--- config.mk ---
export PLATFORM = sky130hd
export DESIGN_NAME = cache_miss_sequencer_flat
export DESIGN_NICKNAME = d
export VERILOG_FILES = /design/src/rtl/msi_pkg.sv /design/src/rtl/cache_miss_sequencer_if.sv /design/src/rtl/victim_select.sv /design/src/rtl/cache_miss_sequencer.sv /design/src/flat_wrapper.sv
export SDC_FILE = /design/constraint.sdc
export NUM_CORES = 1
export LEC_CHECK = 0
export CORE_ASPECT_RATIO = 0.7
export CORE_MARGIN = 5
export CORE_UTILIZATION = 37
export CTS_CLUSTER_DIAMETER = 30
export DETAILED_ROUTE_END_ITERATION = 10
export GPL_TIMING_DRIVEN = 0
export HOLD_SLACK_MARGIN = 0.1
export MAX_ROUTING_LAYER = met4
export PLACE_DENSITY_LB_ADDON = 0.08
export SYNTH_ARGS = -nofsm -noshare
export SYNTH_HDL_FRONTEND = slang
export SYNTH_SLANG_ARGS = --single-unit
--- constraint.sdc ---
create_clock -name clk -period 8.4 [get_ports clk]
set_input_delay 1.26 -clock clk [delete_from_list [all_inputs] [get_ports clk]]
set_output_delay 1.26 -clock clk [all_outputs]
set_load 0.005 [all_outputs]
--- src/rtl/msi_pkg.sv ---
// Shared definitions for the L1 miss path: MSI encodings, sequencer FSM states
// and line geometry (64 B lines, 64 sets, 4 ways, 32-bit byte addresses).
package msi_pkg;

    localparam int NUM_WAYS = 4;
    localparam int ADDR_W   = 32;
    localparam int OFFSET_W = 6;
    localparam int INDEX_W  = 6;
    localparam int TAG_W    = ADDR_W - OFFSET_W - INDEX_W;
    localparam int TIMER_W  = 8;

    typedef enum logic [1:0] {
        MSI_I    = 2'd0,
        MSI_S    = 2'd1,
        MSI_M    = 2'd2,
        MSI_RSVD = 2'd3
    } msi_e;

    typedef enum logic [2:0] {
        ST_IDLE,
        ST_SELECT,
        ST_WRITEBACK,
        ST_FILL_REQ,
        ST_FILL_WAIT,
        ST_COMPLETE
    } state_e;

    function automatic logic [NUM_WAYS-1:0] way_onehot(input logic [1:0] idx);
        logic [NUM_WAYS-1:0] oh;
        oh      = '0;
        oh[idx] = 1'b1;
        return oh;
    endfunction

endpackage

--- src/rtl/cache_miss_sequencer_if.sv ---
// Miss-path bundle between the cache controller side, tag/LRU arrays and
// the memory request channel; the sequencer uses the slave modport.
interface cache_miss_sequencer_if
    import msi_pkg::*;
();
    logic                      miss_valid;
    logic                      miss_ready;
    logic [ADDR_W-1:0]         miss_addr;
    logic [NUM_WAYS-1:0]       way_valid;
    logic [2*NUM_WAYS-1:0]     way_state;
    logic [TAG_W*NUM_WAYS-1:0] way_tag;
    logic [1:0]                lru_way;
    logic                      victim_inv;
    logic [NUM_WAYS-1:0]       victim_way;
    logic                      wb_req_valid;
    logic                      wb_req_ready;
    logic [ADDR_W-1:0]         wb_addr;
    logic                      fill_req_valid;
    logic                      fill_req_ready;
    logic [ADDR_W-1:0]         fill_addr;
    logic                      fill_resp_valid;
    logic                      done_valid;
    logic                      done_err;
    logic                      lru_access_valid;
    logic [NUM_WAYS-1:0]       lru_access_way;

    modport slave (
        input  miss_valid, miss_addr, way_valid, way_state, way_tag, lru_way,
               wb_req_ready, fill_req_ready, fill_resp_valid,
        output miss_ready, victim_inv, victim_way, wb_req_valid, wb_addr,
               fill_req_valid, fill_addr, done_valid, done_err,
               lru_access_valid, lru_access_way
    );

    modport master (
        output miss_valid, miss_addr, way_valid, way_state, way_tag, lru_way,
               wb_req_ready, fill_req_ready, fill_resp_valid,
        input  miss_ready, victim_inv, victim_way, wb_req_valid, wb_addr,
               fill_req_valid, fill_addr, done_valid, done_err,
               lru_access_valid, lru_access_way
    );
endinterface

--- src/rtl/victim_select.sv ---
// Combinational victim choice: lowest invalid way, else the LRU way; flags a
// victim that is valid and Modified (encoding 3 counts as Invalid).
module victim_select
    import msi_pkg::*;
(
    input  logic [NUM_WAYS-1:0]   way_valid_i,
    input  logic [2*NUM_WAYS-1:0] way_state_i,
    input  logic [1:0]            lru_way_i,
    output logic [NUM_WAYS-1:0]   victim_o,
    output logic [1:0]            victim_idx_o,
    output logic                  dirty_o
);
    logic found;

    always_comb begin
        found        = 1'b0;
        victim_idx_o = lru_way_i;
        for (int i = 0; i < NUM_WAYS; i++) begin
            if (!found && !way_valid_i[i]) begin
                victim_idx_o = 2'(i);
                found        = 1'b1;
            end
        end
        victim_o = way_onehot(victim_idx_o);
        dirty_o  = way_valid_i[victim_idx_o] &&
                   (msi_e'(way_state_i[{victim_idx_o, 1'b0} +: 2]) == MSI_M);
    end
endmodule

--- src/rtl/cache_miss_sequencer.sv ---
// Sequences one L1 miss: victim select, optional writeback, line fill, done.
// Define FILL_TIMEOUT_EN to bound FILL_WAIT by TIMEOUT_CYCLES (reports done_err).
module cache_miss_sequencer
    import msi_pkg::*;
#(
    parameter int TIMEOUT_CYCLES = 255
) (
    input  logic                  clk,
    input  logic                  rst,
    cache_miss_sequencer_if.slave bus
);
    state_e                     state_q, state_d;
    logic [ADDR_W-OFFSET_W-1:0] line_q;
    logic [NUM_WAYS-1:0]        victim_q;
    logic [TAG_W-1:0]           vtag_q;
    logic [NUM_WAYS-1:0]        sel_victim;
    logic [1:0]                 sel_idx;
    logic                       sel_dirty;
    logic                       timeout_hit;
    logic                       fill_err;
    logic [OFFSET_W-1:0]        unused_offset;

    assign unused_offset = bus.miss_addr[OFFSET_W-1:0];

    victim_select u_victim_select (
        .way_valid_i  (bus.way_valid),
        .way_state_i  (bus.way_state),
        .lru_way_i    (bus.lru_way),
        .victim_o     (sel_victim),
        .victim_idx_o (sel_idx),
        .dirty_o      (sel_dirty)
    );

`ifdef FILL_TIMEOUT_EN
    logic [TIMER_W-1:0] timer_q;
    logic               err_q;

    // Timer sits at zero outside FILL_WAIT, so it is clear on every entry.
    always_ff @(posedge clk) begin
        if (rst || state_q != ST_FILL_WAIT) begin
            timer_q <= '0;
        end else begin
            timer_q <= timer_q + 1'b1;
        end
    end

    always_ff @(posedge clk) begin
        if (rst) begin
            err_q <= 1'b0;
        end else if (state_q == ST_FILL_WAIT) begin
            err_q <= timeout_hit && !bus.fill_resp_valid;
        end
    end

    assign timeout_hit = (timer_q == TIMER_W'(TIMEOUT_CYCLES - 1));
    assign fill_err    = err_q;
`else
    logic unused_timeout;
    assign unused_timeout = ^TIMEOUT_CYCLES;
    assign timeout_hit    = 1'b0;
    assign fill_err       = 1'b0;
`endif

    always_ff @(posedge clk) begin
        if (rst) begin
            state_q <= ST_IDLE;
        end else begin
            state_q <= state_d;
        end
    end

    always_ff @(posedge clk) begin
        if (state_q == ST_IDLE && bus.miss_valid) begin
            line_q <= bus.miss_addr[ADDR_W-1:OFFSET_W];
        end
        if (state_q == ST_SELECT) begin
            victim_q <= sel_victim;
            vtag_q   <= bus.way_tag[int'(sel_idx)*TAG_W +: TAG_W];
        end
    end

    always_comb begin
        state_d              = state_q;
        bus.miss_ready       = 1'b0;
        bus.victim_inv       = 1'b0;
        bus.victim_way       = '0;
        bus.wb_req_valid     = 1'b0;
        bus.wb_addr          = '0;
        bus.fill_req_valid   = 1'b0;
        bus.fill_addr        = '0;
        bus.done_valid       = 1'b0;
        bus.done_err         = 1'b0;
        bus.lru_access_valid = 1'b0;
        bus.lru_access_way   = '0;
        case (state_q)
            ST_IDLE: begin
                bus.miss_ready = 1'b1;
                if (bus.miss_valid) state_d = ST_SELECT;
            end
            ST_SELECT: begin
                bus.victim_inv = 1'b1;
                state_d        = sel_dirty ? ST_WRITEBACK : ST_FILL_REQ;
            end
            ST_WRITEBACK: begin
                bus.victim_way   = victim_q;
                bus.wb_req_valid = 1'b1;
                bus.wb_addr      = {vtag_q, line_q[INDEX_W-1:0], {OFFSET_W{1'b0}}};
                if (bus.wb_req_ready) state_d = ST_FILL_REQ;
            end
            ST_FILL_REQ: begin
                bus.victim_way     = victim_q;
                bus.fill_req_valid = 1'b1;
                bus.fill_addr      = {line_q, {OFFSET_W{1'b0}}};
                if (bus.fill_req_ready) state_d = ST_FILL_WAIT;
            end
            ST_FILL_WAIT: begin
                bus.victim_way = victim_q;
                if (bus.fill_resp_valid || timeout_hit) state_d = ST_COMPLETE;
            end
            ST_COMPLETE: begin
                bus.victim_way       = victim_q;
                bus.done_valid       = 1'b1;
                bus.done_err         = fill_err;
                bus.lru_access_valid = !fill_err;
                bus.lru_access_way   = victim_q;
                state_d              = ST_IDLE;
            end
            default: state_d = ST_IDLE;
        endcase
    end
endmodule
--- src/flat_wrapper.sv ---
// flat-port wrapper written by rule: the top's interface ports become plain ports
module cache_miss_sequencer_flat import msi_pkg::*;
#(
    parameter int TIMEOUT_CYCLES = 255
)
  (clk, rst, bus_miss_valid, bus_miss_addr, bus_way_valid, bus_way_state, bus_way_tag, bus_lru_way, bus_wb_req_ready, bus_fill_req_ready, bus_fill_resp_valid, bus_miss_ready, bus_victim_inv, bus_victim_way, bus_wb_req_valid, bus_wb_addr, bus_fill_req_valid, bus_fill_addr, bus_done_valid, bus_done_err, bus_lru_access_valid, bus_lru_access_way);
  cache_miss_sequencer_if bus_i ();
  input  logic clk;
  input  logic rst;
  input wire logic [$bits(bus_i.miss_valid)-1:0] bus_miss_valid;
  input wire logic [$bits(bus_i.miss_addr)-1:0] bus_miss_addr;
  input wire logic [$bits(bus_i.way_valid)-1:0] bus_way_valid;
  input wire logic [$bits(bus_i.way_state)-1:0] bus_way_state;
  input wire logic [$bits(bus_i.way_tag)-1:0] bus_way_tag;
  input wire logic [$bits(bus_i.lru_way)-1:0] bus_lru_way;
  input wire logic [$bits(bus_i.wb_req_ready)-1:0] bus_wb_req_ready;
  input wire logic [$bits(bus_i.fill_req_ready)-1:0] bus_fill_req_ready;
  input wire logic [$bits(bus_i.fill_resp_valid)-1:0] bus_fill_resp_valid;
  output wire logic [$bits(bus_i.miss_ready)-1:0] bus_miss_ready;
  output wire logic [$bits(bus_i.victim_inv)-1:0] bus_victim_inv;
  output wire logic [$bits(bus_i.victim_way)-1:0] bus_victim_way;
  output wire logic [$bits(bus_i.wb_req_valid)-1:0] bus_wb_req_valid;
  output wire logic [$bits(bus_i.wb_addr)-1:0] bus_wb_addr;
  output wire logic [$bits(bus_i.fill_req_valid)-1:0] bus_fill_req_valid;
  output wire logic [$bits(bus_i.fill_addr)-1:0] bus_fill_addr;
  output wire logic [$bits(bus_i.done_valid)-1:0] bus_done_valid;
  output wire logic [$bits(bus_i.done_err)-1:0] bus_done_err;
  output wire logic [$bits(bus_i.lru_access_valid)-1:0] bus_lru_access_valid;
  output wire logic [$bits(bus_i.lru_access_way)-1:0] bus_lru_access_way;
  assign bus_i.miss_valid = bus_miss_valid;
  assign bus_i.miss_addr = bus_miss_addr;
  assign bus_i.way_valid = bus_way_valid;
  assign bus_i.way_state = bus_way_state;
  assign bus_i.way_tag = bus_way_tag;
  assign bus_i.lru_way = bus_lru_way;
  assign bus_i.wb_req_ready = bus_wb_req_ready;
  assign bus_i.fill_req_ready = bus_fill_req_ready;
  assign bus_i.fill_resp_valid = bus_fill_resp_valid;
  assign bus_miss_ready = bus_i.miss_ready;
  assign bus_victim_inv = bus_i.victim_inv;
  assign bus_victim_way = bus_i.victim_way;
  assign bus_wb_req_valid = bus_i.wb_req_valid;
  assign bus_wb_addr = bus_i.wb_addr;
  assign bus_fill_req_valid = bus_i.fill_req_valid;
  assign bus_fill_addr = bus_i.fill_addr;
  assign bus_done_valid = bus_i.done_valid;
  assign bus_done_err = bus_i.done_err;
  assign bus_lru_access_valid = bus_i.lru_access_valid;
  assign bus_lru_access_way = bus_i.lru_access_way;
  cache_miss_sequencer #(.TIMEOUT_CYCLES(TIMEOUT_CYCLES)) u_core (.clk(clk), .rst(rst), .bus(bus_i));
endmodule
==> metrics, run 1 <==
crit path DAT=2.20 ns; Setup Crit Path Kind=reg -> out; Post-Route Skew=0.005802 ns; P_sw=0.1706 mW; critical path launch point type=register; Gate Count Post-Synth=243; maxcap violations=0; count leader, synth=and2_1; final count of pins violating max slew=0; sw frac=23.97%; Die Ht=~80 µm; CTS tree=yes; most frequently used flop master after synthesis=edfxtp_1; post-synthesis instance area=2775 µm²; vias in the first global route=2539; area grow syn2layout=79.76%; starting density of the core=38.08%; Setup crit end kind=output pin; setup bufs post-CTS=0; routability congestion estimate=0.8271; initial antenna violation count=0; Top-Level Pins=approximately 210; core area=7287 µm²; CP Max Fanout=10; hold-fix buffers at CTS=0; vias per cell=between 4 and 5; clock root buffer=clkbuf_8; Comb pwr share=28.7%; # clock sinks=53; Rows=26; top post-synthesis cells by area=edfxtp_1 (54%), and2_1 (14%), a222oi_1 (7.2%); post-cts repair resize count=0; total track usage=18.73%; CTS HTree Levels=2; Max Root-Sink Buffers=2; Leak=1.911 nW; layout cells sized above 1=10.31%; RSZ-0062 raised after global routing=no; Worst-Skew Late Latency=0.30 ns; Cell Int Power=0.5411 mW; Die W=113.5 µm; FF+latch count, synth=53; Tcrit/Tclk final=between 40% and 50%; PortBufs=191; first-pass GRT wire length=around 13000 µm; Routed Antenna Nets=0; hpwl dp=about 7300 µm; largest net degree at the start of global routing=27; YS warnings=0; Hold Crit Class=reg -> reg; drt pass-1 iters=5; EDFF count, synth=50; # diodes=0; register area share after synthesis=56.27%; sequential share of power=47.4%; Clk pwr share=a little under a quarter; # DRC=0; Netlist cell types=32; final setup vio count=0; Worst R2R Path Depth=3; fin crit period=3.458 ns; DR iter-0 viols=roughly 130; final hold violations=0; drt total wl=between 8000 and 9000 µm; Final TNS setup=0 ns; routed length per placed instance=16.20 µm; share of the synthesized area in the top cell type=roughly 54%; Final #Nets=587; Relative slew margins=18.48%; total gr overflow=0; PD cells=142.7 nW/µm²; Fmax=289.2 MHz; Tot Pwr=0.7117 mW; Post-synth ARST share=0%; via count=2585; worst slew pin tran=1.223 ns; Hold WS=0.5879 ns; CP required=7.14 ns; syn avg cell area=11.42 µm²; status=completed; clock slew at reported path FFs=0.09 ns; DIE AREA=9360 µm²; CTS Buf Count=5; VDD IR max=around 77 µV; Hold Path Depth=2; post-synth top area cell=edfxtp_1; top cells by count, synth=and2_1 (61), edfxtp_1 (50), nand2_1 (46), a222oi_1 (20), buf_4 (15)
critical path, stage by stage (launching register included):
cell	delay, ns
dfxtp_1	0.48
nand2b_2	0.16
nor2_2	0.32
buf_2	0.27
and2_1	0.15
clkdlybuf4s50_1	0.51
power by group through the flow:
| stage | Sequential, mW | Combinational (mW) | Clock, mW |
|---|---|---|---|
| after global placement | 0.344 | 0.200 | 0 |
| after CTS | 0.338 | 0.208 | 0.174 |
| after global routing | 0.341 | 0.223 | 0.186 |
| final | 0.337 | 0.204 | 0.170 |
| after detailed placement | 0.344 | 0.206 | 0 |
| after floorplan | 0.341 | 0.0759 | 0 |
logic make-up (layout without fill, tap and decap cells):
kind of cell,Yosys count,after routing,synth area share [%]
flip-flops,53,53,56.27
other,1,13,0.1351
multiplexers,1,1,0.3607
buffers and inverters,30,231,7.529
AO/OA/AOI/OAI,35,35,11.45
AND/OR/NAND/NOR,123,123,24.26
sequential cells by signal, indices dropped and copies added (netlist names):
register,cells
u_core.line_q,26
u_core.state_q,3
u_core.victim_q,4
u_core.vtag_q,20
cell usage in the layout (no fill, tap or decap):
cell type and n:
nand3_1 2, dfxtp_1 3, buf_6 6, nor4b_4 1
conb_1 13, and2_1 61, nor2b_1 1, inv_1 2
nand2b_2 1, a21oi_1 3, edfxtp_1 50, mux2i_1 1
clkbuf_1 1, nor2_2 2, o21ai_0 4, a311oi_2 1
a22oi_2 1, clkbuf_8 5, nand2b_4 1, a222oi_1 20
nand4b_1 1, a31oi_1 1, a311oi_1 1, buf_4 15
nor3_1 1, nand2b_1 1, inv_2 1, o22ai_1 1
clkdlybuf4s50_1 191, nand2_1 46, nand3b_1 1, buf_2 8
clkinv_1 1, nor3_2 1, o32ai_2 1, bufinv_16 1
a21oi_2 2, nor2_1 3
area by class of cell:
type,count,area (µm²)
buffer,27,197.7
clock buffer,6,72.57
clock inverter,2,33.78
fill,570,2298
inverter,3,11.26
multi-input combinational,172,1055
sequential,53,1562
tap,98,122.6
timing repair buffer,193,1934
path summary, 6_finish.rpt:
| check | from | end | slack, ns |
|---|---|---|---|
| worst max register to register | u_core.state_q[0]$_SDFFE_PP0P_ | u_core.line_q[10]$_DFFE_PP_ | 6.33 |
| worst max-delay path | u_core.state_q[1]$_SDFFE_PP0P_ | bus_fill_addr[20] | 4.94 |
| worst min-delay path | u_core.state_q[0]$_SDFFE_PP0P_ | u_core.state_q[1]$_SDFFE_PP0P_ | 0.59 |
| worst min register to register | u_core.state_q[0]$_SDFFE_PP0P_ | u_core.state_q[1]$_SDFFE_PP0P_ | 0.59 |
routing by layer:
metal | share of wire [%] | routed length (µm) | track usage [%] | up-vias
met3 | 9.1 | 818 | 4.807 | 9
li1 | - | - | - | 1282
met2 | 48 | 4335 | 32.43 | 142
met4 | 1.0 | 91 | 4.442 | 0
met5 | 0 | 0 | - | -
met1 | 42 | 3728 | 22.25 | 1152
stage by stage:
step | utilization (%) | setup WS [ns] | instances | instance area, µm²
2_1_floorplan | - | 4.801 | 255 | 2820
3_3_place_gp | 66.62 | 3.060 | 544 | 4855
3_5_place_dp | 67.00 | 5.233 | 546 | 4882
4_1_cts | 68.46 | 4.926 | 554 | 4989
5_1_grt | 68.46 | 4.796 | 554 | 4989
6_report | 68.46 | 4.943 | 554 | 4989
Power figures use the tool's default switching activity.
==> run 2, diff against run 1 <==
--- a/config.mk
+++ b/config.mk
@@ -7,7 +7,7 @@
 export LEC_CHECK = 0
 export CORE_ASPECT_RATIO = 0.7
 export CORE_MARGIN = 5
-export CORE_UTILIZATION = 37
+export CORE_UTILIZATION = 34
 export CTS_CLUSTER_DIAMETER = 30
 export DETAILED_ROUTE_END_ITERATION = 10
 export GPL_TIMING_DRIVEN = 0
==> constraint.sdc (replaced) <==
create_clock -name clk -period 3.4 [get_ports clk]
set_input_delay 0.51 -clock clk [delete_from_list [all_inputs] [get_ports clk]]
set_output_delay 0.51 -clock clk [all_outputs]
set_load 0.005 [all_outputs]
==> run 2 against run 1 <==
Setup slack got worse by 4.3 ns. Power grew to 2.6 times the previous value. Utilization decreased by 4.8 points. Via count down 1.2%. Clock power grew to 2.9 times the previous value. Clock skew is 0.0042 ns lower. Largest cell class unchanged. Largest power group unchanged.
==> metrics, run 2 (same netlist as run 1, synthesis figures left out) <==
status=completed; fin crit period=2.720 ns; Final #Nets=587; CP required=2.89 ns; core area=7905 µm²; final hold violations=0; total gr overflow=0; multi-input logic area=1055 µm²; Setup crit end kind=output pin; largest net degree at the start of global routing=27; area grow syn2layout=81.33%; hold-fix buffers at CTS=0; final count of pins violating max slew=0; first-pass GRT wire length=13860 µm; Worst Setup SP=u_core.state_q[0]$_SDFFE_PP0P_; PortBufs=191; Die Ht=85.59 µm; Worst R2R Path Depth=3; max reg flops=26; Post-Route Skew=between 0.0015 and 0.002 ns; met3 wire len=825 µm; PD cells=between 300 and 400 nW/µm²; met1 wire length=3349 µm; uppermost layer routed=met4; Area after DPL=4886 µm²; # DRC=0; register area=approximately 1600 µm²; clock root buffer=clkbuf_16; Biggest register=u_core.line_q; biggest regs=u_core.line_q (26), u_core.vtag_q (20), u_core.victim_q (4); drt total wl=8837 µm; met2 WL=between 4000 and 5000 µm; via count=2554; Worst-Skew Late Latency=0.29 ns; Endpoint, Worst Hold=u_core.state_q[1]$_SDFFE_PP0P_; post-cts repair resize count=0; Fill cells=around 690; Relative slew margins=28.66%; most common cell after layout, fill and taps aside=clkdlybuf4s50_1; Routed Antenna Nets=0; DIE AREA=around 10000 µm²; crit path DAT=2.21 ns; Hold Path Depth=2; # clock sinks=53; layout cells sized above 1=between 10 and 15%; RR Startpoint=u_core.state_q[0]$_SDFFE_PP0P_; starting density of the core=35.11%; commonest non-fill, non-tap cells in the layout=clkdlybuf4s50_1 (191), and2_1 (61), edfxtp_1 (50); Hold Crit Class=reg -> reg; CTS Buf Count=5; initial antenna violation count=0; worst slew pin tran=around 1.1 ns; final core utilization=63.66%; vias in the first global route=2743; Top-Level Pins=211; Setup Crit Path Kind=reg -> out; DR iter-0 viols=about 130; drt pass-1 iters=5; RSZ-0062 raised after global routing=no; Rows=27; hpwl dp=7511 µm; design area=5032 µm²; final setup vio count=0; Leak=1.929 nW; register-to-register setup slack=1.46 ns; clock slew at reported path FFs=0.07 ns; setup bufs post-CTS=0; Fmax=367.7 MHz; Die W=118.0 µm; # diodes=0; routed length per placed instance=15.87 µm; Max Root-Sink Buffers=2; total track usage=17.82%; Tcrit/Tclk final=79.99%; routability congestion estimate=about 0.8; worst hold path startpoint=u_core.state_q[0]$_SDFFE_PP0P_; maxcap violations=0; VDD IR max=218.0 µV; Non-Filler Instances=557; vias per cell=4.585; # placed instances=~550; FF-to-FF End=u_core.line_q[6]$_DFFE_PP_; CTS tree=yes; critical path launch point type=register; CTS HTree Levels=2; CP Max Fanout=12
## run 2: layout make-up
class | instances | area share (%)
Buffer | 27 | 3.928
Clock buffer | 5 | 2.486
Clock inverter | 3 | 0.4227
Inverter | 3 | 0.2238
Multi-Input combinational cell | 172 | 20.96
Sequential cell | 53 | 31.03
Tap cell | 101 | 2.511
Timing Repair Buffer | 193 | 38.44
## run 2: metal layers
layer,vias up,track usage [%]
li1,1279,-
met1,1133,18.52
met2,131,31.83
met3,11,6.922
met4,0,4.896
met5,-,-
## run 2: how the worst max path moves through the flow
stage | endpoint | slack (ns)
6_report | bus_victim_inv | 0.68
5_1_grt | bus_victim_inv | 0.53
4_1_cts | bus_victim_inv | 0.65
3_5_place_dp | bus_victim_inv | 0.97
3_3_place_gp | bus_victim_inv | -1.18
2_1_floorplan | u_core.state_q[0]$_SDFFE_PP0P_ | 0.52
## run 2: critical path, stage by stage (launching register included)
cell and delay (ns):
dfxtp_1 0.31, buf_4 0.16, inv_2 0.07, nor3_2 0.45
buf_6 0.23, buf_6 0.18, clkdlybuf4s50_1 0.53
## run 2: stage by stage
stage / hold WS, ns / setup WS [ns] / power [mW] / setup TNS (ns)
2_1_floorplan: 0.5289 / 0.5151 / 1.031 / 0
3_3_place_gp: 0.5651 / -1.178 / 1.339 / -6.868
3_5_place_dp: 0.5920 / 0.9677 / 1.357 / 0
4_1_cts: 0.6029 / 0.6471 / 1.858 / 0
5_1_grt: 0.6257 / 0.5302 / 1.931 / 0
6_report: 0.5967 / 0.6802 / 1.830 / 0
## run 2: power by group
group          internal (mW)  leakage [nW]  switching, mW
sequential             0.815         0.496         0.0202
combinational          0.305          1.36          0.196
clock                  0.274        0.0702          0.220
total                   1.39          1.93          0.436
==> run 3, diff against run 2 <==
--- a/config.mk
+++ b/config.mk
@@ -7,7 +7,7 @@
 export LEC_CHECK = 0
 export CORE_ASPECT_RATIO = 0.7
 export CORE_MARGIN = 5
-export CORE_UTILIZATION = 34
+export CORE_UTILIZATION = 31
 export CTS_CLUSTER_DIAMETER = 30
 export DETAILED_ROUTE_END_ITERATION = 10
 export GPL_TIMING_DRIVEN = 0
==> constraint.sdc (replaced) <==
create_clock -name clk -period 2.2 [get_ports clk]
set_input_delay 0.33 -clock clk [delete_from_list [all_inputs] [get_ports clk]]
set_output_delay 0.33 -clock clk [all_outputs]
set_load 0.005 [all_outputs]
==> run 3 against run 2 <==
Critical path type unchanged. Power grew 58%. Highest routed layer unchanged. Combinational power grew 70%. Utilization is 2.8 points lower. Global-route usage fell by 0.92 points. Largest cell class unchanged. Cell count rose by 5.0%. Sequential share of layout area down 0.98 points. Via count rose by 2.5%.
==> metrics, run 3 (same netlist as run 1, synthesis figures left out) <==
starting density of the core=32.33%; multi-input logic area=1086 µm²; Relative slew margins=58.75%; status=completed; setup ws final=roughly 0.064 ns; total gr overflow=0; hold-fix buffers at CTS=0; CTS HTree Levels=2; Leak=about 2.2 nW; CP required=1.87 ns; biggest regs=u_core.line_q (26), u_core.vtag_q (20), u_core.victim_q (4); Post-Route Skew=approximately 0.0077 ns; sequential share of power=between 40 and 50%; Clk pwr share=25.9%; vias in the first global route=2619; hpwl dp=7621 µm; CTS Buf Count=5; final hold violations=0; Cell Int Power=2.198 mW; # diodes=0; clock slew at reported path FFs=0.06 ns; Rows=28; Die W=123.1 µm; CP Max Fanout=10; sw frac=24.07%; PD cells=554.5 nW/µm²; vias per cell=4.477; pre-CTS setup slack=-0.06960 ns; most common cell after layout, fill and taps aside=clkdlybuf4s50_1; largest net degree at the start of global routing=27; Setup Crit Path Kind=reg -> out; clock root buffer=clkbuf_16; area grow syn2layout=88.14%; crit path DAT=1.81 ns; Biggest register=u_core.line_q; # DRC=0; RSZ-0062 raised after global routing=no; maxcap violations=0; Fill cells=between 700 and 800; Fmax=468.2 MHz; Hold Crit Class=reg -> reg; fin crit period=about 2.1 ns; P_sw=between 0.6 and 0.7 mW; worst slew pin tran=~0.62 ns; final count of pins violating max slew=0; VDD IR max=327.1 µV; core area=roughly 8600 µm²; Routed Antenna Nets=0; Comb pwr share=29.5%; register area=1569 µm²; DR iter-0 viols=between 150 and 200; Die Ht=around 90 µm; Setup crit end kind=output pin; Worst-Skew Late Latency=0.29 ns; Tcrit/Tclk final=97.09%; commonest non-fill, non-tap cells in the layout=clkdlybuf4s50_1 (179), and2_1 (60), edfxtp_1 (50); max reg flops=26; routability congestion estimate=0.8472; final setup vio count=0; drt total wl=9502 µm; drt pass-1 iters=5; # clock sinks=53; CTS tree=yes; routed length per placed instance=16.24 µm; initial antenna violation count=0; critical path launch point type=register; Top-Level Pins=211; PortBufs=191; layout cells sized above 1=between 10% and 20%; Max Root-Sink Buffers=2; Final #Nets=596; total track usage=16.91%; via count=2619; Tot Pwr=2.895 mW; first-pass GRT wire length=13630 µm; Hold WS=about 0.54 ns; DIE AREA=~11000 µm²
-- run 3: area by class of cell --
type | count | share of cell area (%)
Tap cell | 120 | 2.876
Sequential cell | 53 | 30.05
Buffer | 27 | 4.337
Clock buffer | 5 | 2.396
Clock inverter | 3 | 0.3355
Multi-Input combinational cell | 173 | 20.80
Timing Repair Buffer | 201 | 38.94
Inverter | 3 | 0.2636
-- run 3: critical path: stages (launching register included) --
cell             delay [ns]
dfxtp_1                0.31
buf_6                  0.13
buf_4                  0.13
nor2_4                 0.14
buf_6                  0.15
and2_1                 0.14
clkdlybuf4s50_1        0.53
-- run 3: final timing paths --
path | start | to | slack, ns | depth (start not counted)
setup / recovery | u_core.state_q[0]$_SDFFE_PP0P_ | bus_wb_addr[28] | 0.06 | 6
hold / removal | u_core.state_q[1]$_SDFFE_PP0P_ | u_core.state_q[1]$_SDFFE_PP0P_ | 0.54 | 1
setup reg to reg | u_core.state_q[0]$_SDFFE_PP0P_ | u_core.line_q[19]$_DFFE_PP_ | 0.59 | 3
hold reg to reg | u_core.state_q[1]$_SDFFE_PP0P_ | u_core.state_q[1]$_SDFFE_PP0P_ | 0.54 | 1
-- run 3: routing by layer --
layer / global-route usage, % / share of wire (%) / vias up
met3: 6.705 / 13 / 8
met2: 28.61 / 47 / 152
met4: 3.015 / 0.54 / 0
met1: 19.42 / 39 / 1154
met5: - / 0 / -
li1: - / - / 1305
-- run 3: repair_timing --
action / in CTS / in global routing
gates cloned: 2 / 0
resized for setup: 13 / 20
endpoints found under the setup margin: 56 / 67
pin swaps: 3 / 2
buffers inserted: 4 / 4
-- run 3: power groups by stage --
stage          clock network (mW)  logic (mW)  registers (mW)
6_report                    0.751       0.853            1.29
5_1_grt                     0.825       0.927            1.30
4_1_cts                     0.777       0.839            1.29
3_5_place_dp                    0       0.796            1.31
3_3_place_gp                    0       0.761            1.31
2_1_floorplan                   0       0.292            1.30
-- run 3: per-stage QoR --
| stage | utilization, % | std cells | cell area (µm²) | setup TNS [ns] |
|---|---|---|---|---|
| after floorplan | - | 255 | 2825 | 0 |
| after global placement | 56.94 | 566 | 4887 | -9.320 |
| after detailed placement | 57.33 | 567 | 4921 | -1.219 |
| after CTS | 59.85 | 581 | 5137 | -0.01758 |
| after global routing | 60.83 | 585 | 5221 | 0 |
| final | 60.83 | 585 | 5221 | 0 |
